==> src/rtl/jedro_1_ifu_pf_if.sv <==
// Instruction memory bus between the jedro_1 prefetching fetch unit (master)
// and the instruction memory (slave): request channel plus response channel.
interface jedro_1_ifu_pf_if;
  logic [31:0] req_addr;
  logic [31:0] req_data;
  logic [3:0]  req_strobe;
  logic        req_write;
  logic        req_valid;
  logic        req_ready;
  logic [31:0] rsp_data;
  logic        rsp_error;
  logic        rsp_valid;
  logic        rsp_ready;

  modport master (
    output req_addr, req_data, req_strobe, req_write, req_valid,
    input  req_ready,
    input  rsp_data, rsp_error, rsp_valid,
    output rsp_ready
  );

  modport slave (
    input  req_addr, req_data, req_strobe, req_write, req_valid,
    output req_ready,
    output rsp_data, rsp_error, rsp_valid,
    input  rsp_ready
  );
endinterface

==> src/rtl/jedro_1_ifu_pf.sv <==
// Prefetching instruction fetch unit for jedro_1: up to MAX_OUTSTANDING reads in
// flight, FIFO_DEPTH-entry prefetch FIFO. Optional bus-error halt: JEDRO_1_IFU_BUS_ERR_EN.
module jedro_1_ifu_pf #(
  parameter logic [31:0] BOOT_ADDR       = 32'h8000_0000,
  parameter int unsigned FIFO_DEPTH      = 4,
  parameter int unsigned MAX_OUTSTANDING = 2
) (
  input  logic             clk_i,
  input  logic             rst_i,
  jedro_1_ifu_pf_if.master instr_if,
  output logic [31:0]      dec_instr_o,
  output logic [31:0]      dec_pc_o,
  output logic             dec_valid_o,
  input  logic             dec_ready_i,
  input  logic             jmp_addr_valid_i,
  input  logic [31:0]      jmp_addr_i,
  output logic             ctrl_insn_misalign_exception_o,
  output logic             ctrl_insn_access_fault_o,
  output logic [31:0]      ctrl_fault_addr_o
);

  localparam int PW = $clog2(FIFO_DEPTH);
  localparam int CW = PW + 1;
  localparam int OW = $clog2(MAX_OUTSTANDING) + 1;

  typedef enum logic [0:0] {RUN = 1'b0, HALT = 1'b1} state_e;

  state_e        state_q, state_d;
  logic [31:0]   req_addr_q, req_addr_d;
  logic [31:0]   dec_pc_q, dec_pc_d;
  logic [31:0]   fault_addr_q, fault_addr_d;
  logic [CW-1:0] cnt_q, cnt_d;
  logic [OW-1:0] out_q, out_d;
  logic [OW-1:0] drop_q, drop_d;
  logic [PW-1:0] rd_ptr_q, rd_ptr_d;
  logic [PW-1:0] wr_ptr_q, wr_ptr_d;
  logic          misalign_q, misalign_d;
  logic          acc_fault_q, acc_fault_d;
  logic [31:0]   fifo_q [FIFO_DEPTH];

  logic        req_valid_s;
  logic        req_fire_s;
  logic        rsp_fire_s;
  logic        dec_fire_s;
  logic        push_s;
  logic        rsp_err_s;
  logic [31:0] credit_s;
  logic [31:0] tail_pc_s;

  // Outstanding requests that will still land in the FIFO, plus what is already queued.
  assign credit_s    = 32'(out_q) - 32'(drop_q) + 32'(cnt_q);
  assign req_valid_s = ~rst_i & (state_q == RUN) & ~jmp_addr_valid_i
                     & (32'(out_q) < MAX_OUTSTANDING) & (credit_s < FIFO_DEPTH);
  assign req_fire_s  = req_valid_s & instr_if.req_ready;
  assign rsp_fire_s  = instr_if.rsp_valid;
  assign dec_fire_s  = (cnt_q != {CW{1'b0}}) & dec_ready_i & ~jmp_addr_valid_i;
  // Next live response belongs to the instruction right behind the FIFO tail.
  assign tail_pc_s   = dec_pc_q + 32'({cnt_q, 2'b00});

`ifdef JEDRO_1_IFU_BUS_ERR_EN
  assign rsp_err_s = rsp_fire_s & (drop_q == {OW{1'b0}}) & instr_if.rsp_error;
`else
  logic unused_rsp_error_s;
  assign unused_rsp_error_s = instr_if.rsp_error;
  assign rsp_err_s          = 1'b0;
`endif

  assign push_s = rsp_fire_s & (drop_q == {OW{1'b0}}) & ~rsp_err_s & ~jmp_addr_valid_i;

  always_comb begin
    state_d      = state_q;
    req_addr_d   = req_addr_q;
    dec_pc_d     = dec_pc_q;
    fault_addr_d = fault_addr_q;
    cnt_d        = cnt_q;
    drop_d       = drop_q;
    rd_ptr_d     = rd_ptr_q;
    wr_ptr_d     = wr_ptr_q;
    misalign_d   = 1'b0;
    acc_fault_d  = 1'b0;
    out_d        = out_q + OW'(req_fire_s) - OW'(rsp_fire_s);
    if (jmp_addr_valid_i) begin
      req_addr_d = jmp_addr_i;
      dec_pc_d   = jmp_addr_i;
      cnt_d      = {CW{1'b0}};
      rd_ptr_d   = {PW{1'b0}};
      wr_ptr_d   = {PW{1'b0}};
      drop_d     = out_q - OW'(rsp_fire_s);
      if (jmp_addr_i[1:0] == 2'b00) begin
        state_d = RUN;
      end else begin
        state_d      = HALT;
        misalign_d   = 1'b1;
        fault_addr_d = jmp_addr_i;
      end
    end else begin
      if (req_fire_s) begin
        req_addr_d = req_addr_q + 32'd4;
      end else begin
        req_addr_d = req_addr_q;
      end
      if (rsp_fire_s && (drop_q != {OW{1'b0}})) begin
        drop_d = drop_q - OW'(1'b1);
      end else if (rsp_err_s) begin
        // Everything still in flight after this response is stale.
        drop_d       = out_d;
        state_d      = HALT;
        acc_fault_d  = 1'b1;
        fault_addr_d = tail_pc_s;
      end else begin
        drop_d = drop_q;
      end
      if (push_s) begin
        wr_ptr_d = wr_ptr_q + PW'(1'b1);
      end else begin
        wr_ptr_d = wr_ptr_q;
      end
      if (dec_fire_s) begin
        rd_ptr_d = rd_ptr_q + PW'(1'b1);
        dec_pc_d = dec_pc_q + 32'd4;
      end else begin
        rd_ptr_d = rd_ptr_q;
        dec_pc_d = dec_pc_q;
      end
      cnt_d = cnt_q + CW'(push_s) - CW'(dec_fire_s);
    end
  end

  always_ff @(posedge clk_i or posedge rst_i) begin
    if (rst_i) begin
      state_q      <= RUN;
      req_addr_q   <= BOOT_ADDR;
      dec_pc_q     <= BOOT_ADDR;
      fault_addr_q <= 32'h0000_0000;
      cnt_q        <= {CW{1'b0}};
      out_q        <= {OW{1'b0}};
      drop_q       <= {OW{1'b0}};
      rd_ptr_q     <= {PW{1'b0}};
      wr_ptr_q     <= {PW{1'b0}};
      misalign_q   <= 1'b0;
      acc_fault_q  <= 1'b0;
    end else begin
      state_q      <= state_d;
      req_addr_q   <= req_addr_d;
      dec_pc_q     <= dec_pc_d;
      fault_addr_q <= fault_addr_d;
      cnt_q        <= cnt_d;
      out_q        <= out_d;
      drop_q       <= drop_d;
      rd_ptr_q     <= rd_ptr_d;
      wr_ptr_q     <= wr_ptr_d;
      misalign_q   <= misalign_d;
      acc_fault_q  <= acc_fault_d;
    end
  end

  // Prefetch storage carries no reset; occupancy alone decides what is valid.
  always_ff @(posedge clk_i) begin
    if (push_s) begin
      fifo_q[wr_ptr_q] <= instr_if.rsp_data;
    end
  end

  assign instr_if.req_addr   = req_addr_q;
  assign instr_if.req_data   = 32'h0000_0000;
  assign instr_if.req_strobe = 4'b1111;
  assign instr_if.req_write  = 1'b0;
  assign instr_if.req_valid  = req_valid_s;
  assign instr_if.rsp_ready  = 1'b1;

  assign dec_instr_o                    = fifo_q[rd_ptr_q];
  assign dec_pc_o                       = dec_pc_q;
  assign dec_valid_o                    = (cnt_q != {CW{1'b0}});
  assign ctrl_insn_misalign_exception_o = misalign_q;
  assign ctrl_insn_access_fault_o       = acc_fault_q;
  assign ctrl_fault_addr_o              = fault_addr_q;

endmodule

==> src/flat_wrapper.sv <==
// flat-port wrapper written by rule: the top's interface ports become plain ports
module jedro_1_ifu_pf_flat 
#(
  parameter logic [31:0] BOOT_ADDR       = 32'h8000_0000,
  parameter int unsigned FIFO_DEPTH      = 4,
  parameter int unsigned MAX_OUTSTANDING = 2
)
  (clk_i, rst_i, dec_instr_o, dec_pc_o, dec_valid_o, dec_ready_i, jmp_addr_valid_i, jmp_addr_i, ctrl_insn_misalign_exception_o, ctrl_insn_access_fault_o, ctrl_fault_addr_o, instr_if_req_addr, instr_if_req_data, instr_if_req_strobe, instr_if_req_write, instr_if_req_valid, instr_if_req_ready, instr_if_rsp_data, instr_if_rsp_error, instr_if_rsp_valid, instr_if_rsp_ready);
  jedro_1_ifu_pf_if instr_if_i ();
  input  logic clk_i;
  input  logic rst_i;
  output logic [31:0] dec_instr_o;
  output logic [31:0] dec_pc_o;
  output logic dec_valid_o;
  input  logic dec_ready_i;
  input  logic jmp_addr_valid_i;
  input  logic [31:0] jmp_addr_i;
  output logic ctrl_insn_misalign_exception_o;
  output logic ctrl_insn_access_fault_o;
  output logic [31:0] ctrl_fault_addr_o;
  output wire logic [$bits(instr_if_i.req_addr)-1:0] instr_if_req_addr;
  output wire logic [$bits(instr_if_i.req_data)-1:0] instr_if_req_data;
  output wire logic [$bits(instr_if_i.req_strobe)-1:0] instr_if_req_strobe;
  output wire logic [$bits(instr_if_i.req_write)-1:0] instr_if_req_write;
  output wire logic [$bits(instr_if_i.req_valid)-1:0] instr_if_req_valid;
  input wire logic [$bits(instr_if_i.req_ready)-1:0] instr_if_req_ready;
  input wire logic [$bits(instr_if_i.rsp_data)-1:0] instr_if_rsp_data;
  input wire logic [$bits(instr_if_i.rsp_error)-1:0] instr_if_rsp_error;
  input wire logic [$bits(instr_if_i.rsp_valid)-1:0] instr_if_rsp_valid;
  output wire logic [$bits(instr_if_i.rsp_ready)-1:0] instr_if_rsp_ready;
  assign instr_if_req_addr = instr_if_i.req_addr;
  assign instr_if_req_data = instr_if_i.req_data;
  assign instr_if_req_strobe = instr_if_i.req_strobe;
  assign instr_if_req_write = instr_if_i.req_write;
  assign instr_if_req_valid = instr_if_i.req_valid;
  assign instr_if_i.req_ready = instr_if_req_ready;
  assign instr_if_i.rsp_data = instr_if_rsp_data;
  assign instr_if_i.rsp_error = instr_if_rsp_error;
  assign instr_if_i.rsp_valid = instr_if_rsp_valid;
  assign instr_if_rsp_ready = instr_if_i.rsp_ready;
  jedro_1_ifu_pf #(.BOOT_ADDR(BOOT_ADDR), .FIFO_DEPTH(FIFO_DEPTH), .MAX_OUTSTANDING(MAX_OUTSTANDING)) u_core (.clk_i(clk_i), .rst_i(rst_i), .instr_if(instr_if_i), .dec_instr_o(dec_instr_o), .dec_pc_o(dec_pc_o), .dec_valid_o(dec_valid_o), .dec_ready_i(dec_ready_i), .jmp_addr_valid_i(jmp_addr_valid_i), .jmp_addr_i(jmp_addr_i), .ctrl_insn_misalign_exception_o(ctrl_insn_misalign_exception_o), .ctrl_insn_access_fault_o(ctrl_insn_access_fault_o), .ctrl_fault_addr_o(ctrl_fault_addr_o));
endmodule
==> config.mk <==
export PLATFORM = sky130hd
export DESIGN_NAME = jedro_1_ifu_pf_flat
export DESIGN_NICKNAME = d
export VERILOG_FILES = /design/src/rtl/jedro_1_ifu_pf_if.sv /design/src/rtl/jedro_1_ifu_pf.sv /design/src/flat_wrapper.sv
export SDC_FILE = /design/constraint.sdc
export NUM_CORES = 1
export LEC_CHECK = 0
export CAP_MARGIN = 15
export CORE_UTILIZATION = 28
export CTS_BUF_LIST = sky130_fd_sc_hd__clkbuf_8
export DETAILED_ROUTE_END_ITERATION = 7
export SLEW_MARGIN = 5
export SYNTH_ARGS = -nofsm -noshare
export SYNTH_HDL_FRONTEND = slang
export SYNTH_SLANG_ARGS = --single-unit
==> constraint.sdc <==
create_clock -name clk_i -period 3.5 [get_ports clk_i]
set_clock_uncertainty 0.05 [all_clocks]
set_input_delay 0.7 -clock clk_i [delete_from_list [all_inputs] [get_ports clk_i]]
set_output_delay 0.7 -clock clk_i [all_outputs]
set_load 0.03 [all_outputs]
Word-level counts from Yosys, hierarchy flattened
Memory sizes are Yosys's and may differ from the RTL's.
Index checks and enable logic that the tools add are counted.
{ "totals": {"regBits": 109, "mem_bits_rw": 128, "wordCells": 63, "mem_count": 1} }
{ "mem_list": {"columns": ["memory", "words", "word_bits", "rd", "rd_clocked_by_memory_dff", "write_ports", "line", "rtl"], "rows": [
  ["u_core.fifo_q", 4, 32, 1, 0, 1, "jedro_1_ifu_pf.sv:39", "logic [31:0] fifo_q [FIFO_DEPTH];"]
]} }
{ "op_classes": {"n_addsub": 12, "n_lt_le_gt_ge": 2, "muxes": 15, "bitwise_logic": 13, "n_reduce_logical": 10} }
{ "ops": {"columns": ["cell", "n"], "rows": [
  ["$mux 32", 4],
  ["$add 32x3->32 const B", 2],
  ["$add 32x3->32", 1],
  ["$lt 32x3->1 const B", 1],
  ["$mux 2", 6],
  ["$reduce_bool 2->1", 5],
  ["$and 1x1->1", 9],
  ["$add 2x1->2 const B", 2],
  ["$logic_not 2->1", 2],
  ["$mux 1", 4],
  ["$not 1->1", 4],
  ["$sub 2x1->2", 2],
  ["$add 3x1->3", 1],
  ["$mux 3", 1],
  ["$reduce_bool 3->1", 1],
  ["$sub 2x2->3", 1],
  ["$sub 3x1->3", 1],
  ["$add 2x1->2", 1],
  ["$lt 2x2->1 const B", 1],
  ["$reduce_and 2->1", 1],
  ["$sub 2x1->2 const B", 1],
  ["$logic_and 1x1->1", 1]
]} }

Longest topological paths before layout
{ "depth": {"ltp_word": 8, "mapped_depth": 18, "ltp_nobuf": 16} }

Worst setup path after synthesis
No wires, ideal clock.
{ "synth_timing": {"path_kind": "reg-to-output", "start": "reg u_core.drop_q[0]", "end": "out instr_if_req_valid", "arrival_time_ps": 3047, "setup_slack_ps": -297, "path_stages_with_launch": 13, "path_buffers": 0, "path_cell_list": "dfrtp_1 -> ha_1 -> fa_1 -> inv_1 -> ha_1 -> nand3b_1 -> nand2_1 -> o21ai_0 -> a21boi_0 -> ha_1 -> and4b_1 -> nand4_1 -> nor3_1"} }
{ "synth_between": {"elab_chain_cells": 4} }
{ "synth_rtl": {"columns": ["item", "line", "rtl"], "rows": [
  ["start, declared", "jedro_1_ifu_pf.sv:34", "logic [OW-1:0] drop_q, drop_d;"],
  ["start signal, assigned", "jedro_1_ifu_pf.sv:137", "drop_q <= {OW{1'b0}};"],
  ["start signal, assigned", "jedro_1_ifu_pf.sv:149", "drop_q <= drop_d;"],
  ["$sub 2x2->3", "jedro_1_ifu_pf.sv:51", "assign credit_s = 32'(out_q) - 32'(drop_q) + 32'(cnt_q);"],
  ["$add 32x3->32", "jedro_1_ifu_pf.sv:51", null],
  ["$lt 32x3->1", "jedro_1_ifu_pf.sv:53", "& (32'(out_q) < MAX_OUTSTANDING) & (credit_s < FIFO_DEPTH);"],
  ["$and 1x1->1", "jedro_1_ifu_pf.sv:53", null],
  ["end, declared", "flat_wrapper.sv:25", "output wire logic [$bits(instr_if_i.req_valid)-1:0] instr_if_req_valid;"]
]} }
Every way passes these cells.

Worst setup path in the final report
Same ends and word-level chain as after synthesis.

==> impl_metrics.csv <==
group,metric,value,unit
outcome,status,"finished with violations",
outcome,violations,"setup timing",
routing,drc,0,
synthesis,ys_seq_area_share,61.9,%
clocking,cts.clk_slew.worst_paths,60,ps
flow_run,maxCapViolCount,0,
clocking,cts_root_buf,"clkbuf_8",
critical_path,critPathTopFamily,"adder cells",
hold_path,holdCritPathClass,"reg2reg",
critical_path,crit_type,"reg2out",
clocking,cts.sinks,237,
layout,nFillCells,3558,
routing,wl_per_cell,18.0,um
power_and_ir_drop,ir_worst_vdd,331,uV
critical_path,critPathSlowestCell,"fa_1",
critical_path,cp.required,2750,ps
synthesis,synth_top_cell_area_share,36.2,%
clocking,numCtsBuffers,43,
critical_path,crit_chain,"ha_2, fa_1, inv_1, ha_1, nand3b_1, nand2_2, o21ai_2, a21boi_2, ha_1, and4b_1, nand4_1, buf_4, nor3_4, buf_12",
timing,period_share,119,%
grt,grt_pass1_vias,7286,
critical_path,cp_data_arrival_time,3430,ps
timing,hold_viol_final,0,
synthesis,ys.flop_type,"edfxtp_1",
place,post-dp-hpwl,19400,um
clocking,htree_levels,2,
power_and_ir_drop,p_per_area,596,nW/um^2
timing,slew_headroom,32.3,%
routing,drt_pass1_iterations,4,
place,port_buffers,200,
timing,drv_slew,0,
place,pre_cts_slack,-341,ps
timing,tightest_slew,1010,ps
floorplanning,die_h,197,um
critical_path,critPathCaptureType,"output pin",
clocking,cts_tree,"built",
synthesis,synth_common_cells,"edfxtp_1 (128), dfrtp_1 (107), nand2_1 (56), o21ai_0 (51), buf_4 (39)",
timing,setup_viol,27,
synthesis,ys_ff_latch,237,
layout,syn_to_final_growth,36.8,%
routing,routed_via_density,4.62,
timing,layout_setup_ws,-681,ps
layout,drive_gt1_share,20.9,%
synthesis,ys_top_cells_by_area,"edfxtp_1 (36%), dfrtp_1 (25%), mux4_2 (6.8%), mux2_2 (3.3%), buf_4 (2.8%)",
clocking,worstSkewPairLatency,560,ps
grt,grt_pass1_wl,43000,um
critical_path,max_stage_delay,470,ps
floorplanning,initial_utilization,28.7,%
floorplanning,ios,241,
critical_path,cp-start-kind,"register",
layout,layout.nets,1123,
synthesis,synth_edf_count,128,
synthesis,syn_area,10600,sq um
clocking,cts_buffer_depth,3,
synthesis,synth.most_common_cell,"edfxtp_1",
critical_path,critPathBufInv,3,
power_and_ir_drop,total_power,8.66,mW
routing,vias,7257,
floorplanning,dieArea,38700,sq um
routing,drtIter0Drc,338,
grt,grt.overflow.total,0,
timing,rsz0062_at_grt,"true",
synthesis,synth_area_leader_cell,"edfxtp_1",
floorplanning,coreArea,37000,sq um
synthesis,synthArstFlopShare,46.0,%
timing,period_needed,4180,ps
floorplanning,rows,70,
place,place_congestion,0.808,
routing,ant_nets,0,
grt,grt_max_degree,110,
synthesis,ys_types,57,
critical_path,critical_path.most_common_cell,"ha_1",
grt,track_usage,14.6,%
synthesis,synth_area_per_cell,13.7,sq um
synthesis,synth_cells,774,
critical_path,worstPathMaxFanout,3,
synthesis,yosysWarnings,0,
routing,wl,28200,um
grt,antenna_found_initial,2,
timing,fmax,239,MHz
floorplanning,dieWidth,197,um
power_and_ir_drop,leakage,5.47,nW
-- where the power goes --
| part | total [mW] | switching (mW) | leakage (nW) | internal [mW] |
|---|---|---|---|---|
| Combinational | 2.63 | 1.43 | 2.53 | 1.20 |
| Sequential | 3.41 | 0.229 | 2.46 | 3.18 |
| Clock | 2.63 | 1.18 | 0.483 | 1.45 |
-- metal layers --
metal | GRT usage, % | part of all wire [%]
met2 | 23.1 | 46
met5 | 0 | 0.039
met3 | 6.06 | 9.6
met4 | 5.40 | 2.8
met1 | 17.6 | 42
-- worst min-delay path, delay by kind of cell (launching register included) --
family	cells	cell delay [ps]
flops	1	350
simple gates	2	100
-- layout by cell type (no fill, tap or decap), types with 23 or more instances in the layout --
cell	n
mux4_2	32
clkbuf_8	53
dfrtp_1	106
nand2_1	55
clkdlybuf4s50_1	198
o21ai_0	40
xor2_1	27
conb_1	39
nand4_1	23
edfxtp_1	128
nand3_1	28
buf_4	32
mux2_2	31
inv_1	34
-- logic make-up (layout without fill, tap and decap cells) --
kind of cell             after synthesis  count (layout)  share of synthesized area, %
multiplexers                          64              64                          10.2
flip-flops                           237             237                          61.9
AND/OR/NAND/NOR                      188             190                          9.26
other                                  2              40                        0.0707
XOR/XNOR                              38              38                          3.13
buffers and inverters                 98             352                          5.04
AO/OA/AOI/OAI                        127             127                          7.92
adder cells (fa/ha/maj)               20              20                          2.50
-- path summary, 6_finish.rpt --
check,from,end,slack [ps],cells past startpoint
worst min-delay path,u_core.ctrl_fault_addr_o[0]$_DFFE_PP0P_,u_core.ctrl_fault_addr_o[0]$_DFFE_PP0P_,440,2
max in group asynchronous,rst_i,u_core.rd_ptr_q[0]$_DFFE_PP0N_,2190,3
min in group asynchronous,rst_i,u_core.ctrl_insn_misalign_exception_o$_DFF_PP0_,690,3
worst max-delay path,u_core.drop_q[0]$_DFFE_PP0P_,instr_if_req_valid,-680,14
worst min register to register,u_core.ctrl_fault_addr_o[0]$_DFFE_PP0P_,u_core.ctrl_fault_addr_o[0]$_DFFE_PP0P_,440,2
worst max register to register,u_core.drop_q[0]$_DFFE_PP0P_,u_core.instr_if.req_addr[22]$_DFFE_PP0P_,-590,16
-- sequential cells by signal, summed over array words and instances, names as in the netlist --
name	cells
u_core.rd_ptr_q	2
u_core.ctrl_fault_addr_o	32
u_core.out_q	2
u_core.fifo_q	128
u_core.ctrl_insn_misalign_exception_o	1
u_core.dec_pc_o	32
u_core.instr_if.req_addr	32
u_core.drop_q	2
u_core.wr_ptr_q	2
u_core.state_q	1
u_core.cnt_q	3
-- cell type report --
type | instances | area, sq um | share of cell area, %
clock buffers | 53 | 729 | 5.02
clock inverters | 27 | 151 | 1.04
multi-input cells | 478 | 3840 | 26.4
well taps | 504 | 631 | 4.34
repair buffers | 245 | 2490 | 17.1
inverters | 27 | 105 | 0.724
flip-flops and latches | 237 | 6580 | 45.3
diodes | 1 | 2.50 | 0.0172
-- stage by stage --
stage / cells / setup TNS (ps) / hold WS [ps] / cell area [sq um] / util, %
2_1_floorplan: 811 / -1190 / 420 / 10800 / -
3_3_place_gp: 1479 / -4150 / 430 / 13400 / 36.2
3_5_place_dp: 1479 / -4760 / 427 / 13400 / 36.2
4_1_cts: 1570 / -8160 / 411 / 14500 / 39.2
5_1_grt: 1571 / -16390 / 436 / 14500 / 39.3
6_report: 1572 / -11460 / 438 / 14500 / 39.3
-- what timing repair did --
item | in CTS | in global routing
cloned | 3 | 0
hold buffers | 0 | 0
pin swaps | 15 | 15
setup buffers | 8 | 1
endpoints found under the setup margin | 24 | 34
resized for setup | 24 | 11
Power figures use the tool's default switching activity.
